`config.mk`:
```
export PLATFORM = sky130hd
export DESIGN_NAME = mem_port_arbiter
export DESIGN_NICKNAME = d
export VERILOG_FILES = /design/src/rtl/mem_arb_pkg.sv /design/src/rtl/mem_arb_rr.sv /design/src/rtl/mem_port_arbiter.sv
export SDC_FILE = /design/constraint.sdc
export NUM_CORES = 1
export LEC_CHECK = 0
export ABC_CLOCK_PERIOD_IN_PS = 4900
export BUFFER_PORTS_ARGS = -buffer_cell sky130_fd_sc_hd__buf_2
export CAP_MARGIN = 15
export CORE_ASPECT_RATIO = 1.75
export CORE_MARGIN = 2
export CORE_UTILIZATION = 47
export CTS_BUF_LIST = sky130_fd_sc_hd__clkbuf_16
export DETAILED_ROUTE_END_ITERATION = 8
export PLACE_DENSITY = 0.92
export SLEW_MARGIN = 20
export SYNTH_ARGS = -nofsm -noshare
export SYNTH_HDL_FRONTEND = slang
export SYNTH_SLANG_ARGS = --single-unit
```
`constraint.sdc`:
```
create_clock -name clk -period 4.9 [get_ports clk]
set_clock_uncertainty 0.1 [all_clocks]
set_input_delay 0.49 -clock clk [delete_from_list [all_inputs] [get_ports clk]]
set_output_delay 0.49 -clock clk [all_outputs]
set_load 0.05 [all_outputs]
```
`src/rtl/mem_arb_pkg.sv`:
```
// rtl/mem_arb_pkg.sv - shared encodings for the unified memory port arbiter
package mem_arb_pkg;

  typedef enum logic [1:0] {
    IDLE = 2'd0,
    BUSY = 2'd1,
    DONE = 2'd2
  } state_t;

  typedef enum logic {
    FETCH = 1'b0,
    DATA  = 1'b1
  } owner_t;

  localparam logic [3:0] FETCH_BE = 4'hF;

endpackage

```
`src/rtl/mem_arb_rr.sv`:
```
// rtl/mem_arb_rr.sv - two-way round-robin grant between fetch and data requesters
module mem_arb_rr (
  input  logic if_req,
  input  logic d_req,
  input  logic last_grant,
  output logic grant_valid,
  output logic grant_id
);
  import mem_arb_pkg::*;

  always_comb begin
    grant_valid = if_req | d_req;
    // On a tie the requester that was not served last wins
    if (if_req && d_req) begin
      grant_id = ~last_grant;
    end else if (d_req) begin
      grant_id = DATA;
    end else begin
      grant_id = FETCH;
    end
  end

endmodule

```
`src/rtl/mem_port_arbiter.sv`:
```
// rtl/mem_port_arbiter.sv - shares one req/ack memory port between fetch and load/store
module mem_port_arbiter #(
  parameter int AW      = 32,
  parameter int DW      = 32,
  parameter int TIMEOUT = 16
) (
  input  logic          clk,
  input  logic          reset,
  input  logic          if_req,
  input  logic [AW-1:0] if_addr,
  output logic [DW-1:0] if_rdata,
  output logic          if_done,
  input  logic          d_req,
  input  logic          d_we,
  input  logic [AW-1:0] d_addr,
  input  logic [DW-1:0] d_wdata,
  input  logic [3:0]    d_be,
  output logic [DW-1:0] d_rdata,
  output logic          d_done,
  output logic          err,
  output logic          mem_req,
  output logic          mem_we,
  output logic [AW-1:0] mem_addr,
  output logic [DW-1:0] mem_wdata,
  output logic [3:0]    mem_be,
  input  logic [DW-1:0] mem_rdata,
  input  logic          mem_ack
);
  import mem_arb_pkg::*;

  localparam int CW = $clog2(TIMEOUT);

  state_t        r_state;
  owner_t        r_owner;
  owner_t        r_last;
  logic [CW-1:0] r_cnt;
  logic          w_grant_valid;
  logic          w_grant_id;
  logic          w_last;

  assign w_last = r_last;

  mem_arb_rr u_rr (
    .if_req      (if_req),
    .d_req       (d_req),
    .last_grant  (w_last),
    .grant_valid (w_grant_valid),
    .grant_id    (w_grant_id)
  );

  always_ff @(posedge clk or posedge reset) begin
    if (reset) begin
      r_state   <= IDLE;
      r_owner   <= FETCH;
      r_last    <= FETCH;
      r_cnt     <= '0;
      mem_req   <= 1'b0;
      mem_we    <= 1'b0;
      mem_addr  <= '0;
      mem_wdata <= '0;
      mem_be    <= '0;
      if_rdata  <= '0;
      d_rdata   <= '0;
      if_done   <= 1'b0;
      d_done    <= 1'b0;
      err       <= 1'b0;
    end else begin
      case (r_state)
        IDLE: begin
          if (w_grant_valid) begin
            r_owner <= owner_t'(w_grant_id);
            r_last  <= owner_t'(w_grant_id);
            r_cnt   <= '0;
            mem_req <= 1'b1;
            if (w_grant_id == DATA) begin
              mem_we    <= d_we;
              mem_addr  <= d_addr;
              mem_wdata <= d_wdata;
              mem_be    <= d_be;
            end else begin
              mem_we    <= 1'b0;
              mem_addr  <= if_addr;
              mem_wdata <= '0;
              mem_be    <= FETCH_BE;
            end
            r_state <= BUSY;
          end
        end
        BUSY: begin
          if (mem_ack || (r_cnt == CW'(TIMEOUT - 1))) begin
            // A timed-out read returns zero; writes never touch the rdata holders
            mem_req <= 1'b0;
            err     <= ~mem_ack;
            if (r_owner == DATA) begin
              d_done <= 1'b1;
              if (!mem_we) begin
                d_rdata <= mem_ack ? mem_rdata : '0;
              end
            end else begin
              if_done  <= 1'b1;
              if_rdata <= mem_ack ? mem_rdata : '0;
            end
            r_state <= DONE;
          end else begin
            r_cnt <= r_cnt + CW'(1);
          end
        end
        DONE: begin
          if_done <= 1'b0;
          d_done  <= 1'b0;
          err     <= 1'b0;
          r_state <= IDLE;
        end
        default: begin
          r_state <= IDLE;
        end
      endcase
    end
  end

endmodule

```
; Word level (Yosys, flattened, before mapping)
; Cells that the tools add are included.
[op_classes]
add_sub_neg = 1
n_eq_ne = 8
mux = 24
n_bitwise = 4
reduce_logical = 14
[op_table]
columns = cell, count
row1 = 32-bit 2-to-1 mux, 3
row2 = 3-bit AND reduction, 5
row3 = 4-bit 2-to-1 mux, 3
row4 = 1-bit 2-to-1 mux, 10
row5 = "2-bit != test, second input constant", 4
row6 = 1-bit one-hot mux with 2 select lines, 4
row7 = 4-bit one-hot mux with 2 select lines, 1
row8 = 2-bit AND reduction, 3
row9 = "4-bit by 1-bit adder with 4-bit output, second input constant", 1
row10 = "4-bit == test, second input constant", 1
row11 = 2-bit 2-to-1 mux, 2
row12 = 2-bit one-hot mux with 2 select lines, 1
row13 = 4-bit AND reduction, 1
row14 = 2-bit nonzero test, 2
row15 = 1-bit inverter, 3
row16 = "2-bit by 1-bit == test with 1-bit output, second input constant", 1
row17 = "2-bit == test, second input constant", 1
row18 = 2-bit zero test, 1
row19 = "2-bit by 1-bit != test with 1-bit output, second input constant", 1
row20 = 1-bit logical AND, 1
row21 = 1-bit logical OR, 1
row22 = 1-bit OR, 1
[word_totals]
ff_bits = 144
in_bits = 138
out_inout_bits = 137
elab_cells = 64

; Logic depth before layout (Yosys ltp)
; Gate-level depths: netlist (run 1).
[logic_depth]
depth_word = 4
depth_mapped = 6
depth_no_buf = 4

; By module
; From an unflattened synthesis (run 1), not the netlist that was laid out.
[unflattened]
cells_unflattened = 563
hier_area_um2 = 6058.3
[by_module_without_submodules]
columns = mod, n_inst, cells_each, area_each_um2, seq_area_each_um2
row1 = mem_port_arbiter, 1, 561, 6044.5, 3603.5
row2 = mem_arb_rr, 1, 2, 13.8, 0.0

; Worst setup path after synthesis (run 1)
; No wires, ideal clock.
[synth_path]
path_kind = input to register
start = input port mem_ack
end = register d_rdata[0]
setup_time_ns = 0.124
arrival_ns = 1.580
required_ns = 4.676
setup_slack_ns = 3.096
path_stages = 6
n_path_buf = 3
path_cell_list = buf_2 > a31oi_1 > or4b_4 > buf_6 > buf_12 > mux2i_1
[synth_via]
elab_chain_cells = 2
elab_cells_between_ends = 3
classes_between = 1 x mux / 2 x reduce/logical
[synth_lines]
columns = item, line
row1 = start: declaration, mem_port_arbiter.sv:27  ; input logic mem_ack
row2 = 1-bit logical OR, mem_port_arbiter.sv:90  ; if (mem_ack || (r_cnt == CW'(TIMEOUT - 1))) begin
row3 = 4-bit AND reduction (no line), n/a
row4 = end signal: assignment, mem_port_arbiter.sv:97  ; d_rdata <= mem_ack ? mem_rdata : '0;
row5 = end: declaration, mem_port_arbiter.sv:18  ; output logic [DW-1:0] d_rdata,
; Parallel ways exist; a longest one is shown, timed or not.
; A chain may end at the register's enable or synchronous reset.

; Worst setup path after layout (run 1)
[layout_path]
start = register r_state[0]
end = register r_cnt[3]
[layout_via]
elab_chain_cells = 3
elab_cells_between_ends = 7
classes_between = 3 x eq/ne / 1 x mux / 3 x reduce/logical
[layout_lines]
columns = item, line
row1 = start: declaration, mem_port_arbiter.sv:33  ; state_t r_state;
row2 = start signal: assignment, mem_port_arbiter.sv:53  ; r_state <= IDLE;
row3 = start signal: assignment, mem_port_arbiter.sv:86  ; r_state <= BUSY;
row4 = start signal: assignment, mem_port_arbiter.sv:103  ; r_state <= DONE;
row5 = 2-bit by 1-bit == test with 1-bit output / 2-bit zero test (equally long branches), mem_port_arbiter.sv:68  ; case (r_state)
row6 = 2-bit != test (no line) (tied with other cells), n/a
row7 = 3-bit AND reduction (no line), n/a
row8 = end signal: assignment, mem_port_arbiter.sv:105  ; r_cnt <= r_cnt + CW'(1);
row9 = end: declaration, mem_port_arbiter.sv:36  ; logic [CW-1:0] r_cnt;
; Parallel ways exist; a longest one is shown, timed or not.

==> metrics.csv, run 1 <==
stage,metric,value,unit
die,die_w,88.7,um
setup_path,path_max_fanout,35,
routing,first_pass_iters,5,
clocking,hold_buffers,0,
global_routing,grt_max_degree,109,
layout,layout_common_cells,"274 x buf_2, 144 x dfrtp_1, 67 x mux2i_1",
synth,synthSimpleGateAreaFrac,0.0443,
synth,synth.avg_cell_area,12.1,um2
die,initial_core_util,0.477,
timing,maxSlewViolCount,0,
clocking,clock-sinks,144,
layout,final_core_util,0.643,
timing,hold_viol,0,
setup_path,path_class,reg -> reg,
synth,synth_area,5900,um2
setup_path,worstPathArrival,2290,ps
placement,placed_cells,900,
clocking,tritoncts,built,
synth,ys_seq_area_frac,0.611,
clocking,htreeDepth,4,
layout,fin_nets,890,
routing,antenna_left,0,
synth,ys_ff_latch,144,
timing,setup_viol,0,
timing,grt_setup_unrepaired,false,
synth,synth.largest_area_cell,dfrtp_1,
timing,tns,0,ps
global_routing,grt_use_total,0.227,
layout,fillCellCount,978,
routing,drc,0,
timing,min_period_over_period,0.424,
routing,dr.first_iter.drc_count,198,
setup_path,crit_path_cell_trace,or2_1 -> o22ai_1 -> o221ai_1,
global_routing,grt_pass1_vias,4943,
synth,synth.area.top_cells,"dfrtp_1 61%, mux2i_1 11%, a22o_1 9.8%",
setup_path,path_delay_family,simple AND/OR/NAND/NOR gates,
layout,area_delta_synth_final,34.8,%
layout,insertedDiodeCount,0,
timing,period_needed,2080,ps
outcome,status,completed,
die,die_h,152,um
layout,stdcell_count,931,
clocking,post_cts_buffers,0,
die,die-area,13500,um2
synth,syn_inst,489,
timing,max_freq,482,MHz
clocking,clk_pin_slew,60,ps
routing,totalWireLength,15200,um
die,boundaryPins,275,
global_routing,grt_overflow_total,0,
placement,place_hpwl,11000,um
routing,wire_per_inst,16.4,um
layout,drive_gt1_frac,0.419,
synth,synthXorXnorAreaFrac,0,
timing,holdWs,168,ps
synth,synth-compound-area-share,0.171,
timing,worst_pin_slew,997,ps
clocking,root_buffer,clkbuf_16,
placement,gp_congestion,0.826,
flow_run,drv_cap,0,
layout,layout_commonest_cell,buf_2,
global_routing,antenna_found_initial,0,
clocking,cts_max_path_buffers,2,
routing,vias,4833,
global_routing,grt_pass1_wl,23700,um
synth,yosys.area.top_type_share,0.611,
setup_path,cp.required,5110,ps
die,num_rows,54,
setup_path,cpMaxStageDelayCell,or2_1,
routing,vias_per_cell,5.19,
setup_path,cp-end-kind,flop,
worst_hold_path,hold_path.class,in -> async,
setup_path,start_kind,flop,
synth,synth_top_family_by_area,compound AO/OA/AOI/OAI gates,
placement,io_buffers,274,
setup_path,critPathBufInv,0,
synth,synth_warnings,0,
synth,syn-num-nets,628,
clocking,cts_buffers,17,
timing,max_slew_margin,0.336,
die,core_region_area,12400,um2
setup_path,slowest_delay,810,ps
synth,synth_adder_area_share,0.00212,
synth,synth_cell_type_count,34,
clocking,clock_latency,400,ps
synth,synthMuxAreaShare,0.114,
clocking,cts_resized,0,
-- synthesized netlist by cell type --
master    instances
or4b_4            1
o21ai_1           2
o211ai_1          1
nand2_1          37
or2_1             1
nor3_1            1
nand2b_2          1
a21o_1            1
inv_1            37
or3_1             2
and3_1            1
o21ai_0          66
or3b_2            1
o22a_1            4
and2b_1           1
a22o_1           66
clkbuf_1         24
nor2_1            6
dfrtp_1         144
and2_1            1
o221ai_1          1
or2_2             1
buf_2             7
buf_12            3
a21boi_0          1
buf_6             1
or2b_1            1
ha_1              1
buf_1             2
mux2i_1          67
a31oi_1           2
nor2b_1           1
o22ai_1           2
nand3_1           1
-- metrics by stage --
step	setup WS, ps	area (um2)
5_1_grt	2710	7950
4_1_cts	2600	7950
3_5_place_dp	2340	7360
2_1_floorplan	444	5900
3_3_place_gp	2420	7360
6_report	2820	7950
-- path summary, 6_finish.rpt --
check | startpoint | end | slack [ps] | cells past startpoint
max | r_state[0] | r_cnt[3] | 2820 | 3
min | reset | mem_addr[6] | 170 | 2
max reg2reg | r_state[0] | r_cnt[3] | 2820 | 3
min reg2reg | if_rdata[5] | if_rdata[5] | 400 | 1
max in group asynchronous | reset | mem_addr[16] | 3430 | 3
min in group clk | d_wdata[26] | mem_wdata[26] | 190 | 2
-- cell type report --
| cell class | count | area (um2) | area share |
|---|---|---|---|
| inverter | 37 | 144 | 0.0181 |
| multi-input combinational | 271 | 1990 | 0.250 |
| tap | 168 | 210 | 0.0264 |
| clock buffer | 17 | 425 | 0.0535 |
| sequential | 144 | 3600 | 0.453 |
| clock inverter | 14 | 168 | 0.0211 |
| timing repair buffer | 280 | 1420 | 0.178 |
-- worst register-to-register path, cell delays in order (launching register included) --
cell and delay, ps:
dfrtp_1 490, or2_1 810, o22ai_1 340, o221ai_1 240
-- flip-flops by register name, summed over array words and instances (netlist names) --
signal and flops:
mem_addr 32, d_rdata 32, r_cnt 4, mem_wdata 32
r_last 1, err 1, mem_req 1, if_rdata 32
mem_we 1, r_state 2, d_done 1, mem_be 4
if_done 1
-- metal layers --
metal  up-vias  routed length, um  global-route usage
met3        48                801              0.0525
li1       2248                  -                   -
met2       209               8260               0.396
met5         -                  0                   0
met4         0                646               0.119
met1      2328               5520               0.246
-- logic make-up (layout without fill, tap and decap cells) --
logic type,after synthesis,count (layout)
and+or+nand+nor,57,57
adders and majority gates,1,1
AOI/OAI and AO/OA,146,146
muxes,67,67
DFF,144,144
buffers and inverters,74,348
Power of run 1 is left out: the tool's default activity adds up to more than one toggle a clock period on the data nets, which glitch-free logic cannot reach.
==> inputs of run 2 (changes only) <==
ABC_CLOCK_PERIOD_IN_PS = 2120   (was 4900)
clock period = 2.12 ns   (was 4.9 ns; I/O delays follow)
==> run 2 against run 1 <==
Against the previous run: count of clock-buffer cells in the layout unchanged; die area is the same; first-iteration DRC count increased by 15%; final area grew 15%; fmax increased by 3.3%; via count rose by 13%; utilization up 9.5 points; worst setup slack got worse by 2700 ps; register-to-register slack worse by 2700 ps; sequential share of layout area decreased by 5.8 points.
==> metrics.csv, run 2 (same netlist as run 1, synthesis figures left out) <==
stage,metric,value,unit
setup_path,path_max_fanout,16,
worst_hold_path,hold_depth,3,
timing,worst_pin_slew,572,ps
setup_path,cpMaxStageDelayCell,dlygate4sd3_1,
layout,insertedDiodeCount,0,
die,boundaryPins,275,
setup_path,critical_path.reg2reg.endpoint,mem_addr[30],
timing,period_needed,2010,ps
die,initial_core_util,0.477,
setup_path,cp.required,2290,ps
global_routing,grt_overflow_total,0,
timing,grt_setup_unrepaired,false,
layout,stdcell_count,1040,
timing,max_freq,497,MHz
placement,post_dp_cell_area,7460,um2
clocking,tritoncts,built,
routing,antenna_left,0,
setup_path,crit_path_cell_trace,a21boi_4 -> buf_12 -> mux2i_1 -> dlygate4sd3_1 -> o21ai_0,
clocking,clock_latency,400,ps
routing,drc,0,
placement,place_hpwl,10900,um
layout,layout_common_cells,"274 x buf_2, 143 x dfrtp_1, 102 x dlygate4sd3_1",
timing,setup_viol,0,
pwr,powerDensity,1830,nW/um2
layout,fillCellCount,812,
timing,min_period_over_period,0.948,
routing,totalWireLength,18400,um
clocking,htreeDepth,4,
timing,max_slew_margin,0.618,
setup_path,slowest_delay,570,ps
layout,layout_commonest_cell,buf_2,
pwr,ir_drop,1.02,mV
worst_hold_path,min_from,if_addr[4],
routing,first_pass_iters,5,
setup_path,worstPathArrival,2180,ps
die,die-area,13500,um2
die,die_w,88.7,um
clocking,clk_pin_slew,60,ps
clocking,root_buffer,clkbuf_16,
worst_hold_path,hold_path.class,in -> reg,
pwr,clock_power_share,0.187,
routing,dr.first_iter.drc_count,227,
timing,maxSlewViolCount,0,
flow_run,drv_cap,0,
timing,tns,0,ps
setup_path,rr_worst_depth,5,
outcome,status,completed,
clocking,cts_max_path_buffers,2,
setup_path,path_delay_family,buffers and inverters,
global_routing,grt_pass1_vias,5803,
setup_path,path_class,reg -> reg,
setup_path,worstSetupStartpoint,r_last,
global_routing,grt_pass1_wl,28600,um
pwr,p_switching,0.00843,W
pwr,total_leakage_power,4.92,nW
global_routing,grt_max_degree,59,
setup_path,r2r_setup_slack,110,ps
layout,area_delta_synth_final,54.7,%
placement,io_buffers,274,
placement,placed_cells,905,
routing,vias,5465,
die,core_region_area,12400,um2
clocking,clock-sinks,144,
layout,fin_nets,999,
clocking,cts_buffers,17,
routing,wire_per_inst,17.7,um
pwr,power_switching_share,0.504,
pwr,seqPwrFrac,0.290,
setup_path,critPathBufInv,2,
routing,vias_per_cell,5.25,
layout,multi_input_area,1980,um2
pwr,intPower,0.00828,W
pwr,pwr-share-comb,0.524,
setup_path,reg2reg_from,r_last,
die,die_h,152,um
die,num_rows,54,
global_routing,antenna_found_initial,0,
timing,worst_slack,110,ps
placement,gp_congestion,0.859,
global_routing,grt_use_total,0.272,
layout,drive_gt1_frac,0.374,
setup_path,cp-end-kind,flop,
layout,final-seq-area,3600,um2
pwr,power,0.0167,W
layout,final_area,9130,um2
worst_hold_path,min_to,mem_addr[4],
placement,dpl_worst_slack,150,ps
setup_path,start_kind,flop,
timing,hold_viol,0,
run 2: changes by cell type in the layout (fill, tap and decap cells not counted), sizes merged:
cell         delta
bufinv          +1
inv             +1
dlygate4sd3   +102
clkbuf          +1
clkinvlp        +1
buf             +6
clkinv          -3
run 2: power groups by stage:
stage	registers [W]	clock network [W]	logic, W
final	0.00484	0.00312	0.00875
after global routing	0.00500	0.00330	0.00915
after CTS	0.00479	0.00316	0.00865
after detailed placement	0.00479	0	0.00847
after global placement	0.00477	0	0.00828
after floorplan	0.00916	0	0.00199
run 2: worst max path at each step:
stage          cells after the start  slack (ps)      endpoint
2_1_floorplan                      1           3        d_done
3_3_place_gp                       4         210   d_rdata[16]
3_5_place_dp                       4         150   d_rdata[19]
4_1_cts                            5          90  mem_addr[29]
5_1_grt                            5          10   mem_addr[8]
6_report                           5         110  mem_addr[30]
run 2: area by class of cell:
class                           instances  area share
Tap cell                              168      0.0230
Clock buffer                           17      0.0466
Inverter                               37      0.0156
Timing Repair Buffer                  389       0.282
Multi-Input combinational cell        271       0.217
Clock inverter                         14      0.0210
Sequential cell                       144       0.395
run 2: repair_timing:
item                       in CTS  in global routing
hold buffers                  101                  1
setup endpoints to repair       0                  7
setup buffers                   0                  1
resized for setup               0                  1
hold endpoints to repair      138                  1
run 2: stage by stage:
step                      hold WS, ps  utilization
final                            20.8        0.738
after floorplan                   238            -
after CTS                    0.000111        0.735
after detailed placement          195        0.603
after global routing             8.52        0.738
after global placement            186        0.603
run 2: tightest hold or removal path, stage by stage:
cell     delay (ps)
buf_2            80
mux2i_1          60
o21ai_0         130
run 2: layer usage:
metal  wire length (um)  global-route usage  up-vias  share of wire
met3               1060              0.0585       55          0.058
met2              10200               0.486      265           0.55
met5                  0                   0        -              0
met1               6520               0.300     2673           0.35
li1                   -                   -     2472              -
met4                683               0.119        0          0.037
Note: power is estimated with default switching activity, not from simulation.
